`src/rtl/mul_div_pkg.sv`:
```
// mul_div_pkg: op encodings and FSM states shared by the multiply/divide unit
package mul_div_pkg;
  localparam logic [1:0] OP_MULS = 2'b00;
  localparam logic [1:0] OP_MULU = 2'b01;
  localparam logic [1:0] OP_DIVS = 2'b10;
  localparam logic [1:0] OP_DIVU = 2'b11;
  typedef enum logic [1:0] {IDLE, CALC, FIX} state_t;
endpackage

```
`src/rtl/mul_div_if.sv`:
```
// mul_div_if: start/done request bus between the sequencer and the multiply/divide unit
interface mul_div_if #(parameter int WIDTH = 32);
  logic             start;
  logic [1:0]       op;
  logic [WIDTH-1:0] a;
  logic [WIDTH-1:0] b;
  logic             busy;
  logic             done;
  logic [WIDTH-1:0] hi;
  logic [WIDTH-1:0] lo;
  logic             div_by_zero;
  modport master(output start, op, a, b, input busy, done, hi, lo, div_by_zero);
  modport slave(input start, op, a, b, output busy, done, hi, lo, div_by_zero);
endinterface

```
`src/rtl/mul_div_sign.sv`:
```
// mul_div_sign: conditional negate of a hi/lo pair, either as two halves or as one 2*WIDTH value
module mul_div_sign #(parameter int WIDTH = 32) (
  input  logic [WIDTH-1:0] i_hi,
  input  logic [WIDTH-1:0] i_lo,
  input  logic             i_neg_hi,
  input  logic             i_neg_lo,
  input  logic             i_wide,
  output logic [WIDTH-1:0] o_hi,
  output logic [WIDTH-1:0] o_lo
);
  logic [2*WIDTH-1:0] w_n;
  assign w_n  = -{i_hi, i_lo};
  assign o_hi = !i_neg_hi ? i_hi : i_wide ? w_n[2*WIDTH-1:WIDTH] : -i_hi;
  assign o_lo = !i_neg_lo ? i_lo : i_wide ? w_n[WIDTH-1:0] : -i_lo;
endmodule

```
`src/rtl/mul_div_unit.sv`:
```
// mul_div_unit: iterative signed/unsigned shift-add multiplier and restoring divider
module mul_div_unit import mul_div_pkg::*; #(parameter int WIDTH = 32) (
  input logic      clock,
  input logic      clear,
  mul_div_if.slave bus
);
  localparam int CW = $clog2(WIDTH);
  state_t             r_state, w_state_n;
  logic [CW-1:0]      r_count;
  logic [2*WIDTH-1:0] r_acc, w_mul, w_div;
  logic [WIDTH-1:0]   r_b, r_hi, r_lo, w_ma, w_mb, w_rh, w_rl, w_sub;
  logic [WIDTH:0]     w_sum, w_shr;
  logic r_busy, r_done, r_dz, r_isdz, r_div, r_wide, r_neg_hi, r_neg_lo;
  logic w_signed, w_isdiv, w_na, w_nb, w_dz0, w_ge, w_fin;
  assign w_signed = bus.op == OP_MULS || bus.op == OP_DIVS;
  assign w_isdiv  = bus.op == OP_DIVS || bus.op == OP_DIVU;
  assign w_na     = w_signed & bus.a[WIDTH-1];
  assign w_nb     = w_signed & bus.b[WIDTH-1];
  assign w_dz0    = w_isdiv && bus.b == '0;
  mul_div_sign #(.WIDTH(WIDTH)) u_prep (
    .i_hi(bus.a), .i_lo(bus.b), .i_neg_hi(w_na), .i_neg_lo(w_nb), .i_wide(1'b0),
    .o_hi(w_ma), .o_lo(w_mb)
  );
  mul_div_sign #(.WIDTH(WIDTH)) u_fix (
    .i_hi(r_acc[2*WIDTH-1:WIDTH]), .i_lo(r_acc[WIDTH-1:0]), .i_neg_hi(r_neg_hi),
    .i_neg_lo(r_neg_lo), .i_wide(r_wide), .o_hi(w_rh), .o_lo(w_rl)
  );
  // multiply: acc = {partial, multiplier}; add on lsb, then shift right with carry
  assign w_sum = {1'b0, r_acc[2*WIDTH-1:WIDTH]} + (r_acc[0] ? {1'b0, r_b} : '0);
  assign w_mul = {w_sum, r_acc[WIDTH-1:1]};
  // divide: acc = {remainder, dividend/quotient}; trial subtract after left shift
  assign w_shr = {r_acc[2*WIDTH-1:WIDTH], r_acc[WIDTH-1]};
  assign w_ge  = w_shr >= {1'b0, r_b};
  assign w_sub = w_shr[WIDTH-1:0] - r_b;
  assign w_div = {w_ge ? w_sub : w_shr[WIDTH-1:0], r_acc[WIDTH-2:0], w_ge};
  assign w_fin = r_state == FIX && r_count == '0;
  always_comb begin
    w_state_n = r_state;
    case (r_state)
      IDLE:    w_state_n = bus.start ? (w_dz0 ? FIX : CALC) : IDLE;
      CALC:    w_state_n = r_count == '0 ? FIX : CALC;
      FIX:     w_state_n = r_count == '0 ? IDLE : FIX;
      default: w_state_n = IDLE;
    endcase
  end
  // divide-by-zero parks in FIX with count=1 so done lands two edges after start
  always_ff @(posedge clock) begin
    if (clear) begin
      r_state  <= IDLE;
      r_count  <= '0;
      r_acc    <= '0;
      r_b      <= '0;
      r_hi     <= '0;
      r_lo     <= '0;
      r_busy   <= 1'b0;
      r_done   <= 1'b0;
      r_dz     <= 1'b0;
      r_isdz   <= 1'b0;
      r_div    <= 1'b0;
      r_wide   <= 1'b0;
      r_neg_hi <= 1'b0;
      r_neg_lo <= 1'b0;
    end else begin
      r_state <= w_state_n;
      r_busy  <= w_state_n != IDLE;
      r_done  <= w_fin;
      if (r_state == IDLE && bus.start) begin
        r_div    <= w_isdiv;
        r_wide   <= !w_isdiv;
        r_isdz   <= w_dz0;
        r_b      <= w_mb;
        r_neg_hi <= !w_dz0 && (w_isdiv ? w_na : w_na ^ w_nb);
        r_neg_lo <= !w_dz0 && (w_na ^ w_nb);
        r_acc    <= w_dz0 ? {bus.a, {WIDTH{1'b1}}} : {{WIDTH{1'b0}}, w_ma};
        r_count  <= w_dz0 ? CW'(1) : CW'(WIDTH - 1);
      end
      if (r_state == CALC) r_acc <= r_div ? w_div : w_mul;
      if (r_state != IDLE && r_count != '0) r_count <= r_count - 1'b1;
      if (w_fin) begin
        r_hi <= w_rh;
        r_lo <= w_rl;
        r_dz <= r_isdz;
      end
    end
  end
  assign bus.busy        = r_busy;
  assign bus.done        = r_done;
  assign bus.hi          = r_hi;
  assign bus.lo          = r_lo;
  assign bus.div_by_zero = r_dz;
endmodule

```
`src/flat_wrapper.sv`:
```
// flat-port wrapper written by rule: the top's interface ports become plain ports
module mul_div_unit_flat import mul_div_pkg::*;
#(parameter int WIDTH = 32)
  (clock, clear, bus_start, bus_op, bus_a, bus_b, bus_busy, bus_done, bus_hi, bus_lo, bus_div_by_zero);
  mul_div_if #(.WIDTH(WIDTH)) bus_i ();
  input logic clock;
  input logic clear;
  input wire logic [$bits(bus_i.start)-1:0] bus_start;
  input wire logic [$bits(bus_i.op)-1:0] bus_op;
  input wire logic [$bits(bus_i.a)-1:0] bus_a;
  input wire logic [$bits(bus_i.b)-1:0] bus_b;
  output wire logic [$bits(bus_i.busy)-1:0] bus_busy;
  output wire logic [$bits(bus_i.done)-1:0] bus_done;
  output wire logic [$bits(bus_i.hi)-1:0] bus_hi;
  output wire logic [$bits(bus_i.lo)-1:0] bus_lo;
  output wire logic [$bits(bus_i.div_by_zero)-1:0] bus_div_by_zero;
  assign bus_i.start = bus_start;
  assign bus_i.op = bus_op;
  assign bus_i.a = bus_a;
  assign bus_i.b = bus_b;
  assign bus_busy = bus_i.busy;
  assign bus_done = bus_i.done;
  assign bus_hi = bus_i.hi;
  assign bus_lo = bus_i.lo;
  assign bus_div_by_zero = bus_i.div_by_zero;
  mul_div_unit #(.WIDTH(WIDTH)) u_core (.clock(clock), .clear(clear), .bus(bus_i));
endmodule
```
`config.mk`:
```
export PLATFORM = sky130hd
export DESIGN_NAME = mul_div_unit_flat
export DESIGN_NICKNAME = d
export VERILOG_FILES = /design/src/rtl/mul_div_pkg.sv /design/src/rtl/mul_div_if.sv /design/src/rtl/mul_div_sign.sv /design/src/rtl/mul_div_unit.sv /design/src/flat_wrapper.sv
export SDC_FILE = /design/constraint.sdc
export NUM_CORES = 1
export LEC_CHECK = 0
export ABC_AREA = 1
export BUFFER_PORTS_ARGS = -buffer_cell sky130_fd_sc_hd__buf_2
export CAP_MARGIN = 10
export CORE_MARGIN = 10
export CORE_UTILIZATION = 55
export DETAILED_ROUTE_END_ITERATION = 7
export PLACE_DENSITY = 0.74
export SETUP_SLACK_MARGIN = 0.5
export SYNTH_ARGS = -nofsm -noshare
export SYNTH_HDL_FRONTEND = slang
export SYNTH_HIERARCHICAL = 1
export SYNTH_SLANG_ARGS = --single-unit
```
`constraint.sdc`:
```
create_clock -name clock -period 3.5 [get_ports clock]
set_input_delay 0.35 -clock clock [delete_from_list [all_inputs] [get_ports clock]]
set_output_delay 0.35 -clock clock [all_outputs]
set_load 0.005 [all_outputs]
```
==> results of run 1 <==
critical path, cell delays in order, from the launching register on:
cell and delay (ns):
dfxtp_1 0.38, inv_1 0.15, ha_1 0.24, inv_1 0.12, fa_1 0.45, nand2_1 0.10, nand3_1 0.13, nand2_1 0.10
nand2_1 0.08, nand2_1 0.08, nand2_1 0.19, nand2_1 0.18, nand2_1 0.07, nand2_1 0.06, nand2_1 0.15, nand2_1 0.11
nand3_1 0.08, nand2_1 0.07, a21oi_1 0.06
report_power, final:
group	internal [mW]	switching (mW)	leakage, nW
sequential	2.52	0.778	1.43
combinational	3.17	7.42	8.40
clock	0.980	0.920	0.277
total	6.67	9.12	10.1
sequential cells by signal, summed over array words and instances, names as in the netlist:
register,flops
u_core/bus.busy,1
u_core/r_state,2
u_core/r_wide,1
u_core/r_neg_lo,1
u_core/bus.hi,32
u_core/r_count,5
u_core/bus.done,1
u_core/r_div,1
u_core/r_isdz,1
u_core/r_acc,64
u_core/bus.div_by_zero,1
u_core/r_neg_hi,1
u_core/r_b,32
u_core/bus.lo,32
how the worst max path moves through the flow:
stage | start | to | slack (ns) | cells after the start
2_1_floorplan | u_core/r_acc[0]$_SDFFE_PP0P_ | u_core/r_acc[44]$_SDFFE_PP0P_ | 1.12 | 13
3_3_place_gp | u_core/r_acc[0]$_SDFFE_PP0P_ | u_core/r_acc[61]$_SDFFE_PP0P_ | 0.53 | 19
3_5_place_dp | u_core/r_acc[0]$_SDFFE_PP0P_ | u_core/r_acc[61]$_SDFFE_PP0P_ | 0.57 | 16
4_1_cts | u_core/r_acc[0]$_SDFFE_PP0P_ | u_core/r_acc[61]$_SDFFE_PP0P_ | 0.54 | 16
5_1_grt | u_core/r_acc[0]$_SDFFE_PP0P_ | u_core/r_acc[61]$_SDFFE_PP0P_ | 0.47 | 16
6_report | u_core/r_acc[31]$_SDFFE_PP0P_ | u_core/r_acc[62]$_SDFFE_PP0P_ | 0.58 | 18
routing by layer:
layer / track usage, % / vias up / part of all wire (%)
li1: - / 10200 / -
met1: 48.7 / 10000 / 40
met2: 51.0 / 1513 / 40
met3: 9.34 / 223 / 15
met4: 16.3 / 0 / 5.0
met5: 0 / - / 0
synth_stat cells, types with 9 or more instances:
cell type	number	area [sq um]
a21oi_1	187	936
nand3_2	17	170
nand3b_1	30	225
nor2_2	50	313
clkbuf_1	72	270
a31oi_1	34	213
nor2_4	11	124
ha_1	69	863
buf_1	13	48.8
nor2_1	452	1700
nand3_1	183	916
buf_2	18	90.1
nand2_2	28	175
dfxtp_1	175	3500
nor3_1	23	115
xor2_1	55	482
a211oi_1	16	120
o211ai_1	12	90.1
o21ai_0	258	1290
xnor2_1	41	359
nand4_1	42	263
o21ai_1	13	65.1
and2_1	9	56.3
inv_2	14	52.6
nand2_4	10	113
inv_1	412	1550
nand2_1	845	3170
what timing repair did:
action / in CTS / in global routing
setup buffers: 0 / 2
gates resized for setup: 0 / 8
endpoints found under the setup margin: 0 / 9
hold buffers: 0 / 0
kinds of logic after synthesis:
| family | Yosys count | synth area share (%) |
|---|---|---|
| AND/OR/NAND/NOR | 1729 | 42.6 |
| AO/OA/AOI/OAI | 544 | 16.3 |
| buffers and inverters | 543 | 11.9 |
| flip-flops | 175 | 19.5 |
| XOR/XNOR | 96 | 4.68 |
| adder cells (fa/ha/maj) | 71 | 5.03 |
| other | 1 | 0.0209 |
final cells by class:
cell class              count  area (sq um)
well taps                 442           553
clock buffers              20           457
flip-flops and latches    175          3510
fillers                  3317         12700
clock inverters            12           118
inverters                 428          1610
multi-input cells        2441         12400
repair buffers            183          1040
==> qor.txt, run 1 <==
R2R depth - 18
Worst slew pin tran - 1.03 ns
Tmin final - 2.92 ns
Worst setup margin - 0.580 ns
First-pass GRT wire length - 114000 um
Mapped Cells - 3159
Final Skew - 0.0141 ns
Post-synth ARST share - 0%
Number of core rows - 66
Clock buffer depth - 2
Setup WS pre-CTS - 0.574 ns
Final Wtd Congestion - 1.14
Total power - 15.8 mW
FF+latch count, synth - 175
DIE AREA - 40300 sq um
Core Area - 32400 sq um
Syn_nets - 3299
Congestion Overflow GR - 0
Starting Density - 55.5%
Vias in the first global route - 19800
Post-synthesis cell area - 18000 sq um
Sum Neg Setup Slack - 0 ns
Total CTS buffers - 17
Hold Startpoint - bus_b[0]
FMAX - 0.342 GHz
Hold Vio Cnt, Final - 0
Placement Cell Area - 19000 sq um
Die Y - 201 um
Sequential fraction of the synthesis area - 19.5%
Reg-to-Reg End - u_core/r_acc[62]$_SDFFE_PP0P_
Hold Path Sink - u_core/r_b[0]$_SDFFE_PP0P_
Hold crit path type - in -> reg
Worst Hold Depth - 3
Final instance area - 19600 sq um
Largest net degree at the start of global routing - 71
RSZ-0062 raised after global routing - yes
Commonest non-fill, non-tap cell in the layout - nand2_1
CTS tree - done
PortBufs - 135
Primary FF master, synth - dfxtp_1
Req. time, crit path - 3.81 ns
Failing checks - DRC
Reg-to-reg startpoint - u_core/r_acc[31]$_SDFFE_PP0P_
Synth-to-Final Area Change - 9.40%
Max-cap violation count - 0
Post-DRT Antenna Nets - 0
Syn. warnings - 6
Worst EP arrival - 3.23 ns
Synthesized area per cell - 5.69 sq um
Non-Filler Instances - 3701
Final Core Density - 60.7%
PwrDens - 803 nW/um^2
Reg clk slew, reported paths - 0.08 ns
Crit share post-route - 83.4%
N_diodes - 0
Root Buffer - clkbuf_16
Post-Place Cells - 3667
Hold WS - 0.262 ns
Starting DRT DRC Count - 3032
FF-to-FF setup slack - 0.58 ns
CP Class - reg -> reg
Status - finished, violations left
Nets - 3386
CTS HTree Levels - 4
Worst-path fanout max - 6
Via count - 22000
GRT Total Usage - 35.6%
Drc violations - 4
Most frequent cells in the layout - nand2_1, nor2_1, inv_1, o21ai_0, a21oi_1
CTS sink count - 175
Final Max Tran Viols - 0
DR pass1 iterations - 8
Placed wire-length estimate - 60400 um
Antenna violations before repair - 2
LEAKAGE - 10.1 nW
Element type at the critical path start - register
Vias per cell - 5.94
Peak supply drop - 0.000426 V
Endpoints failing setup - 0
Post-synth EDFFs - 0
Io pins - 136
Die Wd - 201 um
WL/cell - 20.4 um
Final WL - 75400 um
Clock Latency Late Sink - 0.44 ns
Rel. slew slack - 31.4%
Synth unique cells - 55
Layout cells sized above 1 - 11.8%
Endpoint class of the critical path - register
Power figures use the tool's default switching activity.
==> inputs of run 2 (changes only) <==
- clock period: 3.5 -> 2.82 ns (I/O delays scaled with it)
==> qor.txt, run 2 (same netlist as run 1, synthesis figures left out) <==
Sum Neg Setup Slack - 0 ns (unchanged)
CTS tree - done
Final Skew - 0.0196 ns (+0.00547 ns)
GRT Total Usage - 37.0% (+1.5 points)
Worst Hold Depth - 3 (unchanged)
Clock Latency Late Sink - 0.46 ns (+0.02 ns)
Nets - 3511 (+3.7%)
Max reg flops - 64 (unchanged)
CTS sink count - 175 (unchanged)
Starting DRT DRC Count - 3681 (+21%)
Peak supply drop - 0.000657 V (+54%)
WL/cell - 21.0 um (+3.0%)
Number of core rows - 66 (unchanged)
Worst path top cell family by delay - simple AND/OR/NAND/NOR gates
Reg-to-Reg End - u_core/r_acc[57]$_SDFFE_PP0P_
CTS HTree Levels - 4 (unchanged)
LEAKAGE - 11.0 nW (+8.6%)
Die Y - 201 um (unchanged)
Worst setup margin - 0.372 ns (-0.207 ns)
Worst slew pin tran - 0.992 ns (-0.0356 ns)
Vias in the first global route - 20800 (+4.6%)
Worst Path Buf+Inv - 2 (unchanged)
PortBufs - 135 (unchanged)
Tmin final - 2.45 ns (-0.473 ns)
Req. time, crit path - 3.21 ns (-0.60 ns)
CP dominant cell by count - nand2_1
CP Cell Sequence - buf_6 > ha_4 > a21oi_1 > nand2_1 > nand2_1 > nand2_1 > a21oi_2 > nand2_1 > nand2_1 > nand3_2 > nand2_2 > inv_1 > nand2_1 > nand2_1 > a21oi_2
Hold crit path type - in -> reg
DIE AREA - 40300 sq um (unchanged)
DR pass1 iterations - 6 (-2)
Max-cap violation count - 0 (unchanged)
Synth-to-Final Area Change - 25.4%
Drc violations - 0 (-4)
Core Area - 32400 sq um (unchanged)
Status - finished clean
Hold WS - 0.193 ns (-0.0692 ns)
Final Max Tran Viols - 0 (unchanged)
Critical Path Max Stage Delay - 0.42 ns (-0.03 ns)
Placed wire-length estimate - 61500 um (+1.8%)
Hold Startpoint - bus_b[0]
Vias per cell - 6.03 (+1.6%)
PwrDens - 1030 nW/um^2 (+28%)
First-pass GRT wire length - 119000 um (+4.1%)
Worst EP arrival - 2.84 ns (-0.39 ns)
Most frequent cells in the layout - nand2_1, nor2_1, inv_1, o21ai_0, nand3_1
Rel. slew slack - 33.8% (+2.4 points)
Congestion Overflow GR - 0 (unchanged)
Via count - 23100 (+5.0%)
Placement Cell Area - 19500 sq um (+2.7%)
Hold Path Sink - u_core/r_b[0]$_SDFFE_PP0P_
Hold Vio Cnt, Final - 0 (unchanged)
Post-DRT Antenna Nets - 0 (unchanged)
Total CTS buffers - 17 (unchanged)
Reg clk slew, reported paths - 0.08 ns (about the same)
Antenna violations before repair - 1 (-1)
R2R depth - 15 (-3)
Die Wd - 201 um (unchanged)
Largest net degree at the start of global routing - 85 (+20%)
Final Wtd Congestion - 1.13 (-1.3%)
Setup WS pre-CTS - 0.0171 ns (-0.556 ns)
Root Buffer - clkbuf_16
FF-to-FF setup slack - 0.37 ns (-0.21 ns)
Slowest-stage cell, CP - dfxtp_2
Layout cells sized above 1 - 25.1% (+13 points)
Reg with most FFs - u_core/r_acc
Starting Density - 55.5% (unchanged)
Commonest non-fill, non-tap cell in the layout - nand2_1
Endpoints failing setup - 0 (unchanged)
Io pins - 136 (unchanged)
Endpoint class of the critical path - register
Crit share post-route - 86.8% (+3.4 points)
Element type at the critical path start - register
Final WL - 80300 um (+6.5%)
Reg-to-reg startpoint - u_core/r_acc[45]$_SDFFE_PP0P_
Worst-path fanout max - 8 (+2)
Final instance area - 22500 sq um (+15%)
Total power - 23.2 mW (+47%)
FMAX - 0.409 GHz (+19%)
RSZ-0062 raised after global routing - yes
Clock buffer depth - 2 (unchanged)
CP Class - reg -> reg
## run 2: cell count changes in the layout (fill, tap and decap cells not counted), moves of 34 or more
cell     change
nand2_1     -72
ha_4        +60
buf_4      +112
ha_1        -62
nand2_2     +56
dfxtp_1     -53
nor2_1      -38
dfxtp_2     +34
a21oi_2     +36
a21oi_1     -42
## run 2: repair_timing
item                       CTS  global route
hold buffers                 0             0
cloned                       2             0
pin swaps                   39            57
resized for setup          256           215
setup endpoints to repair   33            47
buffers inserted            29            37
## run 2: worst max path at each step
stage	from	to	slack (ns)	cells past startpoint
after floorplan	u_core/r_acc[0]$_SDFFE_PP0P_	u_core/r_acc[44]$_SDFFE_PP0P_	0.53	13
after global placement	u_core/r_acc[31]$_SDFFE_PP0P_	u_core/r_acc[46]$_SDFFE_PP0P_	0.06	14
after detailed placement	u_core/r_acc[31]$_SDFFE_PP0P_	u_core/r_acc[46]$_SDFFE_PP0P_	0.02	14
after CTS	u_core/r_acc[0]$_SDFFE_PP0P_	u_core/r_acc[57]$_SDFFE_PP0P_	0.47	20
after global routing	u_core/r_acc[0]$_SDFFE_PP0P_	u_core/r_acc[61]$_SDFFE_PP0P_	0.29	17
final	u_core/r_acc[45]$_SDFFE_PP0P_	u_core/r_acc[57]$_SDFFE_PP0P_	0.37	15
## run 2: power breakdown
part	switching (mW)	internal, mW
combinational	10.5	5.94
clock	1.21	1.29
sequential	1.03	3.20
## run 2: tightest hold or removal path, cell delays in order
cell and delay (ns):
buf_2 0.13, o21ai_0 0.12, nor2_1 0.09
## run 2: routing by layer
metal / track usage, % / vias up / share of wire, %
met5: 0 / - / 0
met4: 15.9 / 0 / 5.5
met3: 9.55 / 288 / 14
met2: 54.5 / 1668 / 41
met1: 50.1 / 10600 / 40
li1: - / 10500 / -
## run 2: area by class of cell
class                      instances  area, sq um
multi-input combinational       2442        14100
fill                            2884         9840
sequential                       175         3620
timing repair buffer             306         2050
inverter                         428         1630
tap                              442          553
clock buffer                      18          439
clock inverter                    14          170
timing repair inverter             1         6.26
antenna                            1         2.50
## run 2: metrics by stage
step / utilization (%) / cells
floorplan: - / 3159
global route: 69.6 / 3826
CTS: 66.4 / 3789
global placement: 60.4 / 3726
finish: 69.6 / 3827
detailed placement: 60.4 / 3726
